[src/rtl/axi_divide_pkg.sv]
`default_nettype none
// +------------------------------------------------------------------+
// | axi_divide_pkg                                                   |
// | State encoding and status-flag indices shared by the divider.    |
// | Revision: 1.0                                                    |
// +------------------------------------------------------------------+
package axi_divide_pkg;

  localparam logic [2:0] ST_IDLE = 3'd0;
  localparam logic [2:0] ST_PREP = 3'd1;
  localparam logic [2:0] ST_CALC = 3'd2;
  localparam logic [2:0] ST_FIX  = 3'd3;
  localparam logic [2:0] ST_OUT  = 3'd4;

  localparam int FLAG_OVERFLOW = 0;
  localparam int FLAG_DIV0     = 1;

  typedef enum logic [2:0] {
    IDLE = ST_IDLE,
    PREP = ST_PREP,
    CALC = ST_CALC,
    FIX  = ST_FIX,
    OUT  = ST_OUT
  } state_e;

endpackage
`default_nettype wire

[src/rtl/divide_core_iter.sv]
`default_nettype none
// +------------------------------------------------------------------+
// | divide_core_iter                                                 |
// | Unsigned restoring divider core, one quotient bit per cycle.     |
// | Revision: 1.0                                                    |
// +------------------------------------------------------------------+
module divide_core_iter #(
  parameter int WIDTH_N = 16,
  parameter int WIDTH_D = 16
) (
  input  logic               clk,
  input  logic               reset,
  input  logic               abort_i,
  input  logic               start_i,
  input  logic [WIDTH_N-1:0] dividend_i,
  input  logic [WIDTH_D-1:0] divisor_i,
  output logic               last_o,
  output logic [WIDTH_N-1:0] quotient_o,
  output logic [WIDTH_D-1:0] remainder_o
);

  localparam int               CNT_W = $clog2(WIDTH_N + 1);
  localparam logic [CNT_W-1:0] ITERS = CNT_W'(WIDTH_N);

  logic [CNT_W-1:0]   cnt_q;
  logic [WIDTH_N-1:0] acc_q, acc_d;
  logic [WIDTH_D-1:0] rem_q, rem_d;
  logic [WIDTH_D-1:0] div_q;
  logic [WIDTH_D:0]   rem_sh;
  logic [WIDTH_D:0]   trial;

  // acc_q shifts dividend bits out of the top while quotient bits enter at the bottom
  always_comb begin
    rem_sh = {rem_q, acc_q[WIDTH_N-1]};
    trial  = rem_sh - {1'b0, div_q};
    rem_d  = trial[WIDTH_D] ? rem_sh[WIDTH_D-1:0] : trial[WIDTH_D-1:0];
    acc_d  = {acc_q[WIDTH_N-2:0], ~trial[WIDTH_D]};
  end

  always_ff @(posedge clk or posedge reset) begin
    if (reset) begin
      cnt_q <= '0;
      acc_q <= '0;
      rem_q <= '0;
      div_q <= '0;
    end else if (abort_i) begin
      cnt_q <= '0;
    end else if (start_i) begin
      cnt_q <= ITERS;
      acc_q <= dividend_i;
      rem_q <= '0;
      div_q <= divisor_i;
    end else if (cnt_q != '0) begin
      cnt_q <= cnt_q - 1'b1;
      acc_q <= acc_d;
      rem_q <= rem_d;
    end
  end

  assign last_o      = (cnt_q == CNT_W'(1));
  assign quotient_o  = acc_q;
  assign remainder_o = rem_q;

endmodule
`default_nettype wire

[src/rtl/axi_divide.sv]
`default_nettype none
// +------------------------------------------------------------------+
// | axi_divide                                                       |
// | AXI-Stream joined divider: quotient, remainder and status flags. |
// | Revision: 1.0                                                    |
// +------------------------------------------------------------------+
module axi_divide
  import axi_divide_pkg::*;
#(
  parameter int WIDTH_N = 16,
  parameter int WIDTH_D = 16,
  parameter int SIGNED  = 1
) (
  input  logic               clk,
  input  logic               reset,
  input  logic               clear,
  input  logic [WIDTH_N-1:0] n_tdata,
  input  logic               n_tlast,
  input  logic               n_tvalid,
  output logic               n_tready,
  input  logic [WIDTH_D-1:0] d_tdata,
  input  logic               d_tlast,
  input  logic               d_tvalid,
  output logic               d_tready,
  output logic [WIDTH_N-1:0] q_tdata,
  output logic [WIDTH_D-1:0] r_tdata,
  output logic [1:0]         q_tuser,
  output logic               q_tlast,
  output logic               q_tvalid,
  input  logic               q_tready
);

  localparam bit                 IS_SIGNED = (SIGNED != 0);
  localparam logic [WIDTH_N-1:0] N_MAX     = {1'b0, {(WIDTH_N-1){1'b1}}};
  localparam logic [WIDTH_N-1:0] N_MIN     = {1'b1, {(WIDTH_N-1){1'b0}}};

  state_e             state_q;
  logic [WIDTH_N-1:0] n_q;
  logic [WIDTH_D-1:0] d_q;
  logic               last_q;
  logic               n_neg_q, q_neg_q, div0_q, ovf_q;
  logic [WIDTH_N-1:0] q_tdata_q, q_res_d;
  logic [WIDTH_D-1:0] r_tdata_q, r_res_d;
  logic [1:0]         q_tuser_q;
  logic               q_tlast_q, q_tvalid_q;

  logic               is_idle, accept;
  logic               n_neg, d_neg;
  logic [WIDTH_N-1:0] mag_n, quo;
  logic [WIDTH_D-1:0] mag_d, rem;
  logic               core_last;
  logic               unused_d_tlast;

  assign unused_d_tlast = d_tlast;

  assign is_idle  = (state_q == IDLE);
  assign accept   = is_idle & n_tvalid & d_tvalid;
  assign n_tready = is_idle & d_tvalid & ~reset;
  assign d_tready = is_idle & n_tvalid & ~reset;

  assign n_neg = IS_SIGNED & n_q[WIDTH_N-1];
  assign d_neg = IS_SIGNED & d_q[WIDTH_D-1];
  assign mag_n = n_neg ? -n_q : n_q;
  assign mag_d = d_neg ? -d_q : d_q;

  divide_core_iter #(
    .WIDTH_N(WIDTH_N),
    .WIDTH_D(WIDTH_D)
  ) u_core (
    .clk        (clk),
    .reset      (reset),
    .abort_i    (clear),
    .start_i    (state_q == PREP),
    .dividend_i (mag_n),
    .divisor_i  (mag_d),
    .last_o     (core_last),
    .quotient_o (quo),
    .remainder_o(rem)
  );

  // Remainder follows the dividend sign so that n = q*d + r holds
  always_comb begin
    q_res_d = q_neg_q ? -quo : quo;
    r_res_d = n_neg_q ? -rem : rem;
    if (div0_q) begin
      r_res_d = '0;
      if (!IS_SIGNED)   q_res_d = '1;
      else if (n_neg_q) q_res_d = N_MIN;
      else              q_res_d = N_MAX;
    end else if (ovf_q) begin
      q_res_d = N_MAX;
      r_res_d = '0;
    end
  end

  always_ff @(posedge clk or posedge reset) begin
    if (reset) begin
      state_q    <= IDLE;
      n_q        <= '0;
      d_q        <= '0;
      last_q     <= 1'b0;
      n_neg_q    <= 1'b0;
      q_neg_q    <= 1'b0;
      div0_q     <= 1'b0;
      ovf_q      <= 1'b0;
      q_tdata_q  <= '0;
      r_tdata_q  <= '0;
      q_tuser_q  <= '0;
      q_tlast_q  <= 1'b0;
      q_tvalid_q <= 1'b0;
    end else if (clear) begin
      state_q    <= IDLE;
      q_tdata_q  <= '0;
      r_tdata_q  <= '0;
      q_tuser_q  <= '0;
      q_tlast_q  <= 1'b0;
      q_tvalid_q <= 1'b0;
    end else begin
      case (state_q)
        IDLE: begin
          if (accept) begin
            n_q     <= n_tdata;
            d_q     <= d_tdata;
            last_q  <= n_tlast;
            state_q <= PREP;
          end
        end
        PREP: begin
          n_neg_q <= n_neg;
          q_neg_q <= n_neg ^ d_neg;
          div0_q  <= (d_q == '0);
          ovf_q   <= IS_SIGNED && (n_q == N_MIN) && (d_q == '1);
          state_q <= CALC;
        end
        CALC: begin
          if (core_last) state_q <= FIX;
        end
        FIX: begin
          q_tdata_q                <= q_res_d;
          r_tdata_q                <= r_res_d;
          q_tuser_q[FLAG_DIV0]     <= div0_q;
          q_tuser_q[FLAG_OVERFLOW] <= ovf_q & ~div0_q;
          q_tlast_q                <= last_q;
          q_tvalid_q               <= 1'b1;
          state_q                  <= OUT;
        end
        OUT: begin
          if (q_tready) begin
            q_tvalid_q <= 1'b0;
            state_q    <= IDLE;
          end
        end
        default: state_q <= IDLE;
      endcase
    end
  end

  assign q_tdata  = q_tdata_q;
  assign r_tdata  = r_tdata_q;
  assign q_tuser  = q_tuser_q;
  assign q_tlast  = q_tlast_q;
  assign q_tvalid = q_tvalid_q;

endmodule
`default_nettype wire

[config.mk]
export PLATFORM = sky130hd
export DESIGN_NAME = axi_divide
export DESIGN_NICKNAME = d
export VERILOG_FILES = /design/src/rtl/axi_divide_pkg.sv /design/src/rtl/divide_core_iter.sv /design/src/rtl/axi_divide.sv
export SDC_FILE = /design/constraint.sdc
export NUM_CORES = 1
export LEC_CHECK = 0
export CAP_MARGIN = 10
export CORE_MARGIN = 4
export CORE_UTILIZATION = 25
export DETAILED_ROUTE_END_ITERATION = 12
export PLACE_DENSITY_LB_ADDON = 0.25
export SLEW_MARGIN = 30
export SYNTH_ARGS = -nofsm -noshare
export SYNTH_HDL_FRONTEND = slang
export SYNTH_HIERARCHICAL = 1
export SYNTH_SLANG_ARGS = --single-unit
export TNS_END_PERCENT = 50
[constraint.sdc]
create_clock -name clk -period 7.43 [get_ports clk]
set_input_delay 1.8575 -clock clk [delete_from_list [all_inputs] [get_ports clk]]
set_output_delay 1.8575 -clock clk [all_outputs]
set_load 0.005 [all_outputs]
Word level (Yosys, flattened, before mapping)

Cells that the tools add are included.

$add $sub $neg: 6
Multipliers: 0
Divide/modulo/power cells: 0
$lt $le $gt $ge: 0
Eq/ne operators: 10
Shifts and indexed selects: 0
Muxes and demuxes: 33
Bitwise logic cells: 11
Reduce and logical (&&, ||, !) cells: 13

Operators by type and width:

| operator               | number |
|---|---|
| $mux W16               | 18 |
| $neg A16 Y16           | 4 |
| $eq A16 B16 Y1 const B | 2 |
| $sub A17 B16 Y17       | 1 |
| $logic_not A16 Y1      | 1 |
| $mux W5                | 3 |
| $pmux W3 S5            | 1 |
| $mux W3                | 4 |
| $and A1 B1 Y1          | 6 |
| $eq A3 B2 Y1 const B   | 2 |
| $ne A3 B3 Y1 const B   | 2 |
| $reduce_and A2 Y1      | 3 |
| $reduce_and A3 Y1      | 2 |
| $reduce_bool A3 Y1     | 2 |
| $eq A5 B1 Y1 const B   | 1 |
| $reduce_bool A5 Y1     | 1 |
| $sub A5 B1 Y5 const B  | 1 |
| $mux W1                | 4 |
| $mux W2                | 2 |
| $not A1 Y1             | 4 |
| $reduce_bool A2 Y1     | 2 |
| $eq A3 B1 Y1 const B   | 1 |
| $eq A3 B3 Y1 const B   | 1 |
| $logic_not A3 Y1       | 1 |
| 4 further kinds        | 4 |

Flip-flop bits (word level): 129
Bits in latches: 0
RAM bits: 0
Bits in read-only memories: 0
Input port bits: 40
Output and inout port bits: 38
Logic and storage cells: 90
Memories kept: 0

Logic depth before layout (Yosys ltp)

Depth after elaboration: 6
Mapped depth: 12
Depth with buffers taken out: 10

Cells and area by module

The synthesis kept the hierarchy.

Modules (own cells, without submodules):

| module           | times used | cells an instance | area an instance (um2) | sequential area each (um2) |
|---|---|---|---|---|
| axi_divide       | 1          | 438               | 4234.1                 | 1901.8 |
| divide_core_iter | 1          | 368               | 3283.1                 | 1326.3 |

Worst setup path before layout

Ideal clock, no wire load.

Kind: input port to output port
Start point: input port reset
End point: output port d_tready
Data arrival time: 2.198 ns
Required time: 5.572 ns
Slack: 3.375 ns
Stages on the path: 2
Path buffers: 0
Path through: nor4_1 and2_1

Cells in the longest elaborated chain, start to end: 2

Ends and longest elaborated chain:

| item            | line             | RTL |
|---|---|---|
| start, declared | axi_divide.sv:15 | `input logic reset,` |
| $not A1 Y1      | axi_divide.sv:59 | `assign d_tready = is_idle & n_tvalid & ~reset;` |
| $and A1 B1 Y1   | axi_divide.sv:59 |  |
| end, declared   | axi_divide.sv:24 | `output logic d_tready,` |

No other way between the ends.

Worst setup path in the final report

Start point: input port reset
End point: output port n_tready

Cells in the longest elaborated chain, start to end: 2

Ends and longest elaborated chain:

| item          | line             | RTL |
|---|---|---|
| $not A1 Y1    | axi_divide.sv:58 | `assign n_tready = is_idle & d_tvalid & ~reset;` |
| $and A1 B1 Y1 | axi_divide.sv:58 |  |
| end, declared | axi_divide.sv:20 | `output logic n_tready,` |

No other way between the ends.

==> impl_metrics.ini <==
[yosys]
syn-num-nets = 871
ys.flop_type = dfrtp_1
yosysSeqAreaShare_pct = 42.9
syn_area_mm2 = 0.00752
yosys_warnings = 6
synth_enable_flop_cells = 0
async_reset_ff_share_pct = 100
netlist_instances = 806
netlist-cell-type-count = 64
syn_avg_cell_area_um2 = 9.33
synth-seq-cells = 129

[min_path]
hp-start = q_tdata[9]
hp-class = flip-flop to flip-flop

[clocking]
cts_tree = built
path_clk_slew_ns = 0.05
ctsHoldBuffers = 0
cts_sinks = 129
worstSkewPairLatency_ns = 0.42
cts_resized = 0
cts_buffers = 17
cts.path.max_buffers = 2
cts_max_level = 4
cts_root_buffer = clkbuf_16
post_cts_buffers = 0

[cells_and_area]
utilization_pct = 31.3
area_delta_synth_final_pct = 23.4
nNetsFinal = 935
drive_gt1_share_pct = 10.4
layout_common_cells = dfrtp_1 (129), nand2_1 (114), o21ai_0 (89), clkdlybuf4s50_1 (76), xnor2_1 (42)
diodes = 0
final_common_cell = dfrtp_1
fill_cells = 3130
fin_area_mm2 = 0.00928
stdcell_count = 1272

[floorplan]
start_util_pct = 25.4
io-pin-count = 78
dieArea_mm2 = 0.0329
fp.coreArea_mm2 = 0.0296
dieHeight_um = 181
rows = 63
die_w_um = 181

[sta]
finalSetupViolations = 0
fmax_ghz = 0.196
maxSlewHeadroom_pct = 48.2
finalHoldViolCount = 0
rsz0062_at_grt = no
fin_crit_sh_pct = 68.7
worstMarginPinSlew_ns = 0.774
slew_viol_final = 0
skew_ns = 0.00995
setup-tns-final_ns = 0
min_period_ns = 5.10

[pwr]
peakVddDrop_uv = 134
power_leakage_nw = 3.79
powerDensity_mw_per_mm2 = 407

[routing]
routedWlPerCell_um = 15.0
dr.pass1.iters = 5
wl_um = 19100
top_layer = met4
routed-via-count = 5985
wl_met2_um = 7570
wl_met3_um = 862
drt_iter0_drc = 388
ant_nets = 0
post_drt_via_cell_ratio = 4.71
wirelength_met1_um = 10500
drc_errors = 0

[run_status]
status = completed

[setup_path]
worstPathArrival_ns = 3.24
reg2reg_from = u_core/quotient_o[15]
required_ns = 5.57
critPathLaunch = reset
start_kind = primary input
path_max_fanout = 3
cp-end-kind = output port
critPathKind = primary input to output port

[global_route]
first_global_vias = 5705
grt_pass1_wl_um = 31900
grt_usage_pct = 11.7
grt-ovfl-total = 0
grt_antenna_before_repair = 0
grt_max_degree = 77

[placement]
place_congestion = 0.856
dp.cells = 1241
dpl-instance-area_mm2 = 0.00870
portBuffers = 76
dp_hpwl_um = 14000

[flow_run]
drv_cap = 0
## sequential cells by signal, summed over array words and instances, names as in the netlist
name,flops
q_tlast,1
d_q,16
u_core/div_q,16
u_core/remainder_o,16
state_q,3
ovf_q,1
u_core/cnt_q,5
q_tvalid,1
n_neg_q,1
q_tdata,16
last_q,1
r_tdata,16
u_core/quotient_o,16
n_q,16
div0_q,1
q_neg_q,1
q_tuser,2
## per-layer routing
layer | track usage (%) | up-vias
li1 | - | 3033
met1 | 18.5 | 2807
met2 | 16.0 | 135
met3 | 2.54 | 10
met4 | 2.85 | 0
met5 | 0 | -
## metrics by stage
stage	power (mW)	hold WS (ns)	worst slack, ns
CTS	3.80	0.481	2.31
finish	3.78	0.474	2.33
global placement	2.93	0.461	2.34
detailed placement	2.95	0.469	2.33
floorplan	2.51	0.461	3.37
global route	4.10	0.495	2.23
## area by class of cell
| type | count | area [µm²] | share of cell area [%] |
|---|---|---|---|
| clock buffer | 22 | 474 | 5.11 |
| clock inverter | 9 | 106 | 1.15 |
| inverter | 36 | 136 | 1.47 |
| multi-input combinational | 602 | 4020 | 43.3 |
| sequential | 129 | 3230 | 34.8 |
| tap | 390 | 488 | 5.26 |
| timing repair buffer | 84 | 825 | 8.89 |
## cell usage after synthesis (4+ instances only)
cell / number / area, µm²
dfrtp_1: 129 / 3230
nand2_1: 114 / 428
o21ai_0: 89 / 445
xnor2_1: 42 / 368
nor2_1: 39 / 146
inv_1: 36 / 135
mux2_2: 34 / 383
clkbuf_1: 31 / 116
ha_1: 24 / 300
a21oi_1: 22 / 110
xor2_1: 21 / 184
o211ai_1: 19 / 143
nand3_1: 18 / 90.1
o31ai_1: 18 / 135
mux2i_1: 17 / 170
nor3_1: 13 / 65.1
nor4_1: 13 / 81.3
or3_1: 12 / 75.1
a21o_1: 9 / 67.6
a211oi_1: 8 / 60.1
nand4_1: 7 / 43.8
nor3b_1: 7 / 52.6
or4_1: 6 / 45.0
buf_1: 5 / 18.8
nand2b_1: 5 / 31.3
nand3b_1: 5 / 37.5
o41ai_1: 5 / 43.8
and2_1: 4 / 25.0
## path summary, 6_finish.rpt
check | to | slack (ns) | cells after the start
setup reg to reg | u_core/remainder_o[7] | 4.32 | 10
min in group asynchronous | u_core/cnt_q[1] | 2.03 | 3
setup / recovery | n_tready | 2.33 | 4
hold / removal | q_tdata[9] | 0.47 | 2
hold reg to reg | q_tdata[9] | 0.47 | 2
max in group asynchronous | n_q[1] | 4.90 | 3
## critical path, cell delays in order
cell,delay [ns]
clkdlybuf4s50_1,0.47
nor4_1,0.25
and2_1,0.17
clkdlybuf4s50_1,0.49
## report_power, final
part | leakage (nW) | internal [mW] | switching [mW]
logic | 1.83 | 0.769 | 0.997
registers | 1.66 | 0.893 | 0.294
clock network | 0.290 | 0.518 | 0.304
total | 3.79 | 2.18 | 1.60
## kinds of logic (layout without fill, tap and decap cells)
group / Yosys count / count (layout) / synth area share [%]
AO/OA/AOI/OAI: 202 / 202 / 17.2
XOR/XNOR: 63 / 63 / 7.34
adder cells (fa/ha/maj): 25 / 25 / 4.26
buffers and inverters: 75 / 151 / 3.79
flip-flops: 129 / 129 / 42.9
multiplexers: 51 / 51 / 7.36
AND/OR/NAND/NOR: 261 / 261 / 17.1
Note: power is estimated with default switching activity, not from simulation.
